### src/rtl/ram_port_arbiter.sv
// Round-robin arbiter sharing one single-port, synchronous-read block RAM between two
// requesters; registers all RAM-side control and returns tagged read-valid strobes.
module ram_port_arbiter #(
  parameter int blockLength     = 32,
  parameter int memDepth        = 1024,
  parameter int addressBitWidth = 10
) (
  input  logic                       clock,
  input  logic                       reset,
  input  logic                       req0,
  input  logic                       we0,
  input  logic [addressBitWidth-1:0] addr0,
  input  logic [blockLength-1:0]     wdata0,
  output logic                       gnt0,
  output logic                       rvalid0,
  input  logic                       req1,
  input  logic                       we1,
  input  logic [addressBitWidth-1:0] addr1,
  input  logic [blockLength-1:0]     wdata1,
  output logic                       gnt1,
  output logic                       rvalid1,
  output logic [blockLength-1:0]     rdata,
  output logic [addressBitWidth-1:0] ram_address,
  output logic                       ram_we,
  output logic [blockLength-1:0]     ram_dataIn,
  input  logic [blockLength-1:0]     ram_dataOut
);

  // A depth that disagrees with the address width leaves part of the RAM unreachable.
  if (memDepth != (1 << addressBitWidth)) begin : g_depth_mismatch
    logic depth_mismatch;
    assign depth_mismatch = 1'b1;
  end

  logic                       last_winner;
  logic                       rd_pend_p0;
  logic                       rd_tag_p0;
  logic                       elig0;
  logic                       elig1;
  logic                       win0;
  logic                       win1;
  logic                       sel_we;
  logic [addressBitWidth-1:0] sel_addr;
  logic [blockLength-1:0]     sel_wdata;

  // A requester granted this cycle is masked so its held req is not issued twice.
  always_comb begin
    elig0 = req0 & ~gnt0;
    elig1 = req1 & ~gnt1;
    win0  = elig0 & (~elig1 | last_winner);
    win1  = elig1 & (~elig0 | ~last_winner);
  end

  always_comb begin
    sel_we    = we0;
    sel_addr  = addr0;
    sel_wdata = wdata0;
    if (win1) begin
      sel_we    = we1;
      sel_addr  = addr1;
      sel_wdata = wdata1;
    end
  end

  // Stage p0: arbitration result, grant pulses and RAM command.
  always_ff @(posedge clock or posedge reset) begin
    if (reset) begin
      gnt0        <= 1'b0;
      gnt1        <= 1'b0;
      ram_we      <= 1'b0;
      last_winner <= 1'b1;
      rd_pend_p0  <= 1'b0;
      rd_tag_p0   <= 1'b0;
    end else begin
      gnt0       <= win0;
      gnt1       <= win1;
      ram_we     <= (win0 | win1) & sel_we;
      rd_pend_p0 <= (win0 | win1) & ~sel_we;
      if (win0 | win1) begin
        last_winner <= win1;
        rd_tag_p0   <= win1;
      end
    end
  end

  always_ff @(posedge clock or posedge reset) begin
    if (reset) begin
      ram_address <= '0;
      ram_dataIn  <= '0;
    end else if (win0 | win1) begin
      ram_address <= sel_addr;
      ram_dataIn  <= sel_wdata;
    end
  end

  // Stage p1: the RAM registers read data on this same edge, so rvalid lines up with rdata.
  always_ff @(posedge clock or posedge reset) begin
    if (reset) begin
      rvalid0 <= 1'b0;
      rvalid1 <= 1'b0;
    end else begin
      rvalid0 <= rd_pend_p0 & ~rd_tag_p0;
      rvalid1 <= rd_pend_p0 & rd_tag_p0;
    end
  end

  assign rdata = ram_dataOut;

endmodule

### config.mk
export PLATFORM = sky130hd
export DESIGN_NAME = ram_port_arbiter
export DESIGN_NICKNAME = d
export VERILOG_FILES = /design/src/rtl/ram_port_arbiter.sv
export SDC_FILE = /design/constraint.sdc
export NUM_CORES = 1
export LEC_CHECK = 0
export ABC_AREA = 0
export CAP_MARGIN = 0
export CORE_ASPECT_RATIO = 0.75
export CORE_MARGIN = 4
export CORE_UTILIZATION = 37
export CTS_BUF_LIST = sky130_fd_sc_hd__clkbuf_4 sky130_fd_sc_hd__clkbuf_8
export DETAILED_ROUTE_END_ITERATION = 12
export PLACE_DENSITY = 0.88
export SLEW_MARGIN = 10
export SYNTH_ARGS = -nofsm -noshare
export SYNTH_HDL_FRONTEND = slang
export SYNTH_SLANG_ARGS = --single-unit
### constraint.sdc
create_clock -name clock -period 4.1 [get_ports clock]
set_input_delay 0.82 -clock clock [delete_from_list [all_inputs] [get_ports clock]]
set_output_delay 0.82 -clock clock [all_outputs]
set_load 0.03 [all_outputs]
==> results of run 1 <==
==> worst max-delay path, stage by stage <==
cell and delay (ps):
clkdlybuf4s50_1 430, nand2b_2 70, buf_4 400, a21o_1 130, buf_4 410, inv_2 70
a22o_1 200
==> final cells by class <==
class                           instances  area (µm²)  share of cell area [%]
Sequential cell                        50        1250                    33.2
Tap cell                               81         101                    2.69
Multi-Input combinational cell         97         883                    23.4
Timing Repair Buffer                  138        1380                    36.5
Inverter                                4        15.0                   0.398
Clock inverter                          2        60.1                    1.59
Clock buffer                            6        82.6                    2.19
==> final timing paths <==
check,cells after the start,startpoint,endpoint,slack (ps)
worst max-delay path,7,req1,ram_we,1760
worst min-delay path,1,rd_tag_p0,rvalid0,440
worst max register to register,6,gnt1,ram_we,2300
worst min register to register,1,rd_tag_p0,rvalid0,440
max in group asynchronous,2,reset,ram_dataIn[28],2370
min in group asynchronous,2,reset,ram_dataIn[16],1080
==> synth_stat cells, types with 2 or more instances <==
library cell / instances / area (µm²)
buf_2: 4 / 20.0
buf_4: 32 / 240
buf_6: 6 / 67.6
buf_8: 4 / 60.1
clkbuf_1: 5 / 18.8
dfrtp_1: 49 / 1230
inv_1: 2 / 7.51
inv_2: 2 / 7.51
nand2_1: 2 / 7.51
nand2b_1: 2 / 12.5
nand3b_1: 42 / 315
o221a_1: 42 / 473
==> sequential cells by signal, summed over array words and instances (netlist names) <==
signal       count
last_winner      1
gnt0             1
rvalid1          1
gnt1             1
rvalid0          1
rd_tag_p0        1
ram_dataIn      32
ram_address     10
rd_pend_p0       1
ram_we           1
==> power by group through the flow <==
stage | Clock (mW) | Sequential, mW | Combinational, mW
after CTS | 0.435 | 0.679 | 0.839
after detailed placement | 0 | 0.685 | 0.837
after global routing | 0.456 | 0.695 | 0.874
after floorplan | 0 | 0.897 | 0.332
final | 0.424 | 0.679 | 0.830
after global placement | 0 | 0.685 | 0.810
==> kinds of logic after synthesis <==
kind of cell	synth area share, %
AOI/OAI and AO/OA	19.6
and+or+nand+nor	14.8
buffers and inverters	16.5
DFF	49.1
==> metal layers <==
| metal | GRT usage [%] | up-vias |
|---|---|---|
| met4 | 4.52 | 0 |
| met2 | 27.4 | 137 |
| met5 | 0 | - |
| li1 | - | 916 |
| met3 | 7.28 | 9 |
| met1 | 21.9 | 1005 |
==> flow_metrics.py, run 1 <==
metrics = {
    "run_status": {
        "outcome": "finished, final reports clean",
    },
    "route": {
        "vias": 2067,
        "met3_length_um": 802,
        "wirelength_mm": 7.18,
        "dr.pass1.iters": 4,
        "dr_wl_met2_mm": 3.24,
        "wl_per_cell_um": 19.0,
        "viasPerCell": 5.47,
        "postRouteAntennaNets": 0,
        "drt-initial-drc-count": 66,
        "routed.top_layer": "met4",
        "drc": 0,
        "wl_met1_mm": 3.07,
    },
    "clock_network": {
        "cts-hold-fix-buffers": 0,
        "clockRootBuffer": "clkbuf_8",
        "cts_max_level": 2,
        "numCtsBuffers": 5,
        "cts.sinks": 50,
        "cts_tree": "built",
        "post_cts_buffers": 0,
        "clk_latency_ps": 300,
        "cts_resized": 0,
        "ctsLongestPathBuffers": 2,
        "cts.clk_slew.worst_paths_ps": 90,
    },
    "synthesis": {
        "synthArstFlopShare_pct": 100,
        "ys_seq_area_share_pct": 49.1,
        "syn_nets": 324,
        "synthCells": 202,
        "syn_area_um2": 2550,
        "synth-seq-cells": 50,
        "yosysWarnings": 0,
        "synth-edff-count": 0,
        "synth.avg_cell_area_um2": 12.6,
        "synth-main-ff-cell": "dfrtp_1",
        "ys_types": 22,
    },
    "power_and_ir_drop": {
        "switching_share_pct": 34.1,
        "power_mw": 1.93,
        "clkPwrFrac_pct": 22.0,
        "combPwrFrac_pct": 42.9,
        "power.share.sequential_pct": 35.1,
        "peakVddDrop_mv": 0.194,
        "p_sw_uw": 660,
        "power.density_nw_per_um2": 513,
        "internal-power_mw": 1.27,
        "p_leak_nw": 1.42,
    },
    "finish": {
        "area_delta_synth_final_pct": 47.7,
        "stdcell_area_um2": 3770,
        "final_layout_size_suffix_gt1_share_pct": 6.06,
        "layout_commonest_cell": "clkdlybuf4s50_1",
        "nNetsFinal": 418,
        "final_util_pct": 58.0,
        "final_cell_mix": "136 x clkdlybuf4s50_1, 49 x dfrtp_1, 42 x nand3b_1, 42 x o221a_1, 6 x clkbuf_8",
        "fillers": 542,
        "layout.cells.non_filler": 378,
        "diodes": 0,
    },
    "sta": {
        "maxSlewViolCount": 0,
        "period_minus_slack_ps": 2340,
        "fin_worst_skew_ps": 6.02,
        "fin_crit_sh_pct": 57.2,
        "hold_violations": 0,
        "grt_setup_unrepaired": "no",
        "relSlewSlack_pct": 30.7,
        "worst_slew_pin_slew_ps": 1040,
        "fin_setup_tns_ps": 0,
        "finalSetupViolations": 0,
        "fin_ws_ps": 1760,
        "timing.hold.ws_ps": 442,
        "max_freq_mhz": 427,
    },
    "placed_design": {
        "dp_hpwl_mm": 5.01,
        "place_area_um2": 3630,
        "place.gp.congestion": 0.744,
        "port_buffers": 136,
        "place_ws_ps": 1420,
        "place_inst": 370,
    },
    "grt": {
        "overflow": 0,
        "track_usage_pct": 17.3,
        "antenna_found_initial": 0,
        "grt_pass1_wl_mm": 11.4,
        "grt_max_degree": 51,
        "grt_pass1_vias": 2213,
    },
    "critical_path": {
        "worst-setup-path-type": "in -> reg",
        "crit_required_ps": 4290,
        "cp.arrival_ps": 2530,
        "critPathCaptureType": "flip-flop",
        "cp_max_fo": 44,
        "start_kind": "primary input",
    },
    "run": {
        "maxCapViolCount": 0,
    },
    "floorplanning": {
        "rows": 25,
        "start_util_pct": 39.2,
        "dieHeight_um": 79.9,
        "fp.dieW_um": 104,
        "io_pins": 201,
        "coreArea_um2": 6510,
        "die_area_um2": 8310,
    },
    "worst_hold_path": {
        "min_path_type": "reg -> reg",
    },
}
No activity file was read; power rests on OpenSTA's default activity.
==> run 2, diff against run 1 <==
--- a/config.mk
+++ b/config.mk
@@ -9,10 +9,10 @@
 export CAP_MARGIN = 0
 export CORE_ASPECT_RATIO = 0.75
 export CORE_MARGIN = 4
-export CORE_UTILIZATION = 37
+export CORE_UTILIZATION = 34
 export CTS_BUF_LIST = sky130_fd_sc_hd__clkbuf_4 sky130_fd_sc_hd__clkbuf_8
 export DETAILED_ROUTE_END_ITERATION = 12
-export PLACE_DENSITY = 0.88
+export PLACE_DENSITY = 0.81
 export SLEW_MARGIN = 10
 export SYNTH_ARGS = -nofsm -noshare
 export SYNTH_HDL_FRONTEND = slang
==> constraint.sdc (replaced) <==
create_clock -name clock -period 2.4 [get_ports clock]
set_input_delay 0.48 -clock clock [delete_from_list [all_inputs] [get_ports clock]]
set_output_delay 0.48 -clock clock [all_outputs]
set_load 0.03 [all_outputs]
==> flow_metrics.py, run 2 (same netlist as run 1, synthesis figures left out) <==
metrics = {
    "critical_path": {
        "critPathCaptureType": "output port",
        "slowest_stage": "clkdlybuf4s50_1",
        "critical-path-max-stage-delay_ps": 680,
        "cp_max_fo": 3,
        "critical_path.top_delay_family": "buffers and inverters",
        "crit_chain": "clkdlybuf4s50_1",
        "crit_required_ps": 1920,
        "worst-setup-path-type": "reg -> out",
        "start_kind": "flip-flop",
        "cp.arrival_ps": 1370,
        "worstPathBufferInverterCount": 1,
    },
    "run_status": {
        "outcome": "finished, final reports clean",
    },
    "power_and_ir_drop": {
        "power.density_nw_per_um2": 806,
        "peakVddDrop_mv": 0.329,
        "p_leak_nw": 1.44,
        "power_mw": 3.08,
    },
    "placed_design": {
        "place.gp.congestion": 0.690,
        "dp_hpwl_mm": 5.33,
        "place_ws_ps": 298,
        "port_buffers": 136,
    },
    "sta": {
        "worst_slew_pin_slew_ps": 500,
        "relSlewSlack_pct": 66.6,
        "fin_ws_ps": 555,
        "finalSetupViolations": 0,
        "grt_setup_unrepaired": "no",
        "fin_worst_skew_ps": 6.84,
        "hold_violations": 0,
        "period_minus_slack_ps": 1850,
        "fin_crit_sh_pct": 76.9,
        "maxSlewViolCount": 0,
        "max_freq_mhz": 542,
        "timing.hold.ws_ps": 460,
        "fin_setup_tns_ps": 0,
    },
    "clock_network": {
        "cts.sinks": 50,
        "ctsLongestPathBuffers": 2,
        "cts_max_level": 2,
        "cts.clk_slew.worst_paths_ps": 90,
        "cts_resized": 0,
        "numCtsBuffers": 5,
        "cts_tree": "built",
        "post_cts_buffers": 0,
        "cts-hold-fix-buffers": 0,
        "clockRootBuffer": "clkbuf_8",
        "clk_latency_ps": 290,
    },
    "finish": {
        "seqCellArea_um2": 1250,
        "final_cell_mix": "136 x clkdlybuf4s50_1, 49 x dfrtp_1, 42 x nand3b_1, 42 x o221a_1, 5 x clkbuf_8",
        "top_regs": "ram_dataIn x32, ram_address x10",
        "top_register": "ram_dataIn",
        "fillers": 661,
        "layout_commonest_cell": "clkdlybuf4s50_1",
        "diodes": 0,
        "nNetsFinal": 423,
        "final_layout_size_suffix_gt1_share_pct": 7.62,
        "largest_register_ffs": 32,
        "area_delta_synth_final_pct": 49.5,
        "multi_input_area_um2": 883,
    },
    "floorplanning": {
        "coreArea_um2": 7330,
        "start_util_pct": 34.8,
        "dieHeight_um": 83.0,
        "fp.dieW_um": 108,
        "io_pins": 201,
        "rows": 27,
        "die_area_um2": 8970,
    },
    "route": {
        "drt-initial-drc-count": 67,
        "drc": 0,
        "wirelength_mm": 7.11,
        "viasPerCell": 5.09,
        "postRouteAntennaNets": 0,
        "dr.pass1.iters": 4,
        "wl_per_cell_um": 17.7,
        "vias": 2051,
    },
    "grt": {
        "antenna_found_initial": 0,
        "overflow": 0,
        "track_usage_pct": 15.7,
        "grt_pass1_wl_mm": 11.3,
        "grt_pass1_vias": 2221,
        "grt_max_degree": 30,
    },
    "run": {
        "maxCapViolCount": 0,
    },
    "worst_hold_path": {
        "min_path_type": "reg -> reg",
    },
}
run 2: changes by cell type in the layout (fill, tap and decap cells not counted), sizes merged:
| cell | change |
|---|---|
| buf | +5 |
| bufinv | -2 |
| clkinv | +2 |
run 2: final timing paths:
path | start | to | slack [ps] | cells after the start
max | gnt1 | gnt1 | 550 | 1
min | rd_tag_p0 | rvalid0 | 460 | 1
max reg2reg | gnt1 | ram_dataIn[21] | 840 | 4
min reg2reg | rd_tag_p0 | rvalid0 | 460 | 1
max in group asynchronous | reset | last_winner | 1270 | 3
min in group asynchronous | reset | ram_dataIn[5] | 520 | 2
run 2: power by group:
part | switching, mW | leakage (nW) | total (mW) | internal, mW
Clock | 0.266 | 0.0484 | 0.480 | 0.214
Combinational | 0.732 | 0.824 | 1.44 | 0.711
Sequential | 0.108 | 0.564 | 1.15 | 1.05
run 2: layout make-up:
type | instances | area share (%)
multi-input cells | 97 | 23.2
repair buffers | 143 | 38.0
well taps | 101 | 3.31
clock buffers | 6 | 2.00
flip-flops and latches | 50 | 32.8
inverters | 4 | 0.394
clock inverters | 2 | 0.262
run 2: layer usage:
layer | vias up | GRT usage (%) | wire length, µm
met1 | 1006 | 20.5 | 3080
met3 | 16 | 5.44 | 771
met2 | 101 | 25.0 | 3200
met5 | - | 0 | 0
li1 | 928 | - | -
met4 | 0 | 3.44 | 63
run 2: worst reg2reg max path, cell delays in order (launching register included):
cell and delay, ps:
dfrtp_1 410, or3b_4 420, nand2_4 230, buf_12 220
o221a_1 220
run 2: metrics by stage:
stage	cell area (µm²)	cells	utilization (%)
2_1_floorplan	2550	202	-
3_3_place_gp	3730	395	50.9
3_5_place_dp	3730	395	50.9
4_1_cts	3810	403	52.0
5_1_grt	3810	403	52.0
6_report	3810	403	52.0
==> run 3, diff against run 2 <==
==> constraint.sdc (replaced) <==
create_clock -name clock -period 1.7 [get_ports clock]
set_input_delay 0.34 -clock clock [delete_from_list [all_inputs] [get_ports clock]]
set_output_delay 0.34 -clock clock [all_outputs]
set_load 0.03 [all_outputs]
==> flow_metrics.py, run 3 (same netlist as run 1, synthesis figures left out) <==
metrics = {
    "run_status": {
        "outcome": "finished, final reports clean",
    },
    "floorplanning": {
        "start_util_pct": 34.8,
        "coreArea_um2": 7330,
        "dieHeight_um": 83.0,
        "rows": 27,
        "die_area_um2": 8970,
        "fp.dieW_um": 108,
        "io_pins": 201,
    },
    "route": {
        "dr_wl_met2_mm": 3.29,
        "routed.top_layer": "met4",
        "postRouteAntennaNets": 0,
        "drc": 0,
        "met3_length_um": 866,
        "viasPerCell": 5.16,
        "drt-initial-drc-count": 72,
        "vias": 2109,
        "dr.pass1.iters": 4,
        "wl_per_cell_um": 17.8,
        "wirelength_mm": 7.29,
        "wl_met1_mm": 3.06,
    },
    "power_and_ir_drop": {
        "p_sw_mw": 1.59,
        "clkPwrFrac_pct": 19.2,
        "switching_share_pct": 35.3,
        "peakVddDrop_mv": 0.444,
        "combPwrFrac_pct": 44.8,
        "power.share.sequential_pct": 36.1,
        "power.density_nw_per_um2": 1120,
        "p_leak_nw": 1.76,
        "internal-power_mw": 2.90,
    },
    "critical_path": {
        "rrSetupSlack_ps": 220,
        "cp_max_fo": 2,
        "critical_path.top_delay_family": "buffers and inverters",
        "cp.arrival_ps": 1310,
        "critical-path-max-stage-delay_ps": 680,
        "worst-setup-path-type": "reg -> out",
        "critPathCaptureType": "output port",
        "crit_chain": "clkdlybuf4s50_1",
        "start_kind": "flip-flop",
        "slowest_stage": "clkdlybuf4s50_1",
        "crit_required_ps": 1360,
        "ff2ff_path_depth": 4,
        "rr_startpoint": "gnt0",
        "r2r-end": "ram_dataIn[30]",
        "worstPathBufferInverterCount": 1,
    },
    "placed_design": {
        "place_ws_ps": -165,
        "place_inst": 401,
        "place_area_um2": 3810,
        "dp_hpwl_mm": 5.32,
        "port_buffers": 136,
        "place.gp.congestion": 0.737,
    },
    "run": {
        "maxCapViolCount": 0,
    },
    "clock_network": {
        "numCtsBuffers": 5,
        "cts_tree": "built",
        "ctsLongestPathBuffers": 2,
        "post_cts_buffers": 0,
        "cts.clk_slew.worst_paths_ps": 100,
        "cts_max_level": 2,
        "clk_latency_ps": 300,
        "clockRootBuffer": "clkbuf_8",
        "cts.sinks": 50,
    },
    "sta": {
        "finalSetupViolations": 0,
        "relSlewSlack_pct": 76.1,
        "maxSlewViolCount": 0,
        "fin_worst_skew_ps": 9.59,
        "worst_slew_pin_slew_ps": 357,
        "fin_crit_sh_pct": 97.2,
        "max_freq_mhz": 605,
        "grt_setup_unrepaired": "no",
        "hold_violations": 0,
        "fin_setup_tns_ps": 0,
        "period_minus_slack_ps": 1650,
        "fin_ws_ps": 48.3,
    },
    "finish": {
        "layout_commonest_cell": "clkdlybuf4s50_1",
        "area_delta_synth_final_pct": 56.5,
        "stdcell_area_um2": 4000,
        "layout.cells.non_filler": 409,
        "diodes": 0,
        "final_layout_size_suffix_gt1_share_pct": 9.42,
        "largest_register_ffs": 32,
        "top_register": "ram_dataIn",
        "multi_input_area_um2": 883,
        "nNetsFinal": 429,
        "final_util_pct": 54.5,
        "final_cell_mix": "90 x clkdlybuf4s50_1, 49 x dfrtp_1, 42 x nand3b_1, 42 x o221a_1, 34 x dlymetal6s2s_1",
        "top_regs": "ram_dataIn x32, ram_address x10",
        "fillers": 643,
        "seqCellArea_um2": 1250,
    },
    "worst_hold_path": {
        "min_path_type": "in -> async",
    },
    "grt": {
        "antenna_found_initial": 0,
        "track_usage_pct": 16.0,
        "overflow": 0,
        "grt_max_degree": 51,
        "grt_pass1_wl_mm": 11.3,
        "grt_pass1_vias": 2190,
    },
}
## run 3: changes by cell type in the layout (fill, tap and decap cells not counted), sizes merged, moves of 2 or more
cell | before | now
clkdlybuf4s50 | 136 | 90
buf | 7 | 13
dlymetal6s2s | 0 | 34
dlygate4sd2 | 0 | 12
clkinv | 2 | 0
## run 3: repair_timing
action,CTS,global route
hold buffers,0,0
resized for setup,12,34
setup endpoints to repair,12,34
pin swaps,0,0
## run 3: power by group through the flow
stage / Clock, mW / Sequential, mW / Combinational, mW
finish: 0.860 / 1.62 / 2.01
global route: 0.953 / 1.66 / 2.13
CTS: 0.891 / 1.63 / 2.06
detailed placement: 0 / 1.64 / 2.11
global placement: 0 / 1.64 / 2.07
floorplan: 0 / 2.16 / 0.800
## run 3: area by class of cell
cell class	count	area share, %
clock inverter	2	0.940
sequential	50	31.3
inverter	4	0.376
clock buffer	6	1.91
multi-input combinational	97	22.1
tap	101	3.16
timing repair buffer	149	40.2
## run 3: per-stage QoR
stage | hold WS [ps] | power [mW]
global route | 400 | 4.75
floorplan | 417 | 2.96
finish | 386 | 4.49
CTS | 400 | 4.58
detailed placement | 434 | 3.75
global placement | 426 | 3.71
## run 3: worst max path at each step
| stage | cells past startpoint | to | startpoint |
|---|---|---|---|
| detailed placement | 5 | ram_dataIn[30] | req0 |
| CTS | 1 | ram_address[6] | ram_address[6] |
| global route | 1 | ram_dataIn[30] | ram_dataIn[30] |
| global placement | 5 | ram_dataIn[23] | req0 |
| finish | 1 | ram_dataIn[30] | ram_dataIn[30] |
| floorplan | 1 | gnt0 | reset |
## run 3: metal layers
metal / global-route usage, % / vias to the layer above
met3: 6.68 / 16
met4: 4.13 / 0
li1: - / 942
met2: 24.4 / 114
met5: 0 / -
met1: 20.9 / 1037
## run 3: worst reg2reg max path: stages (launching register included)
cell     delay [ps]
dfrtp_1         410
and2b_1         270
a21o_1          170
buf_4           300
o221a_1         270
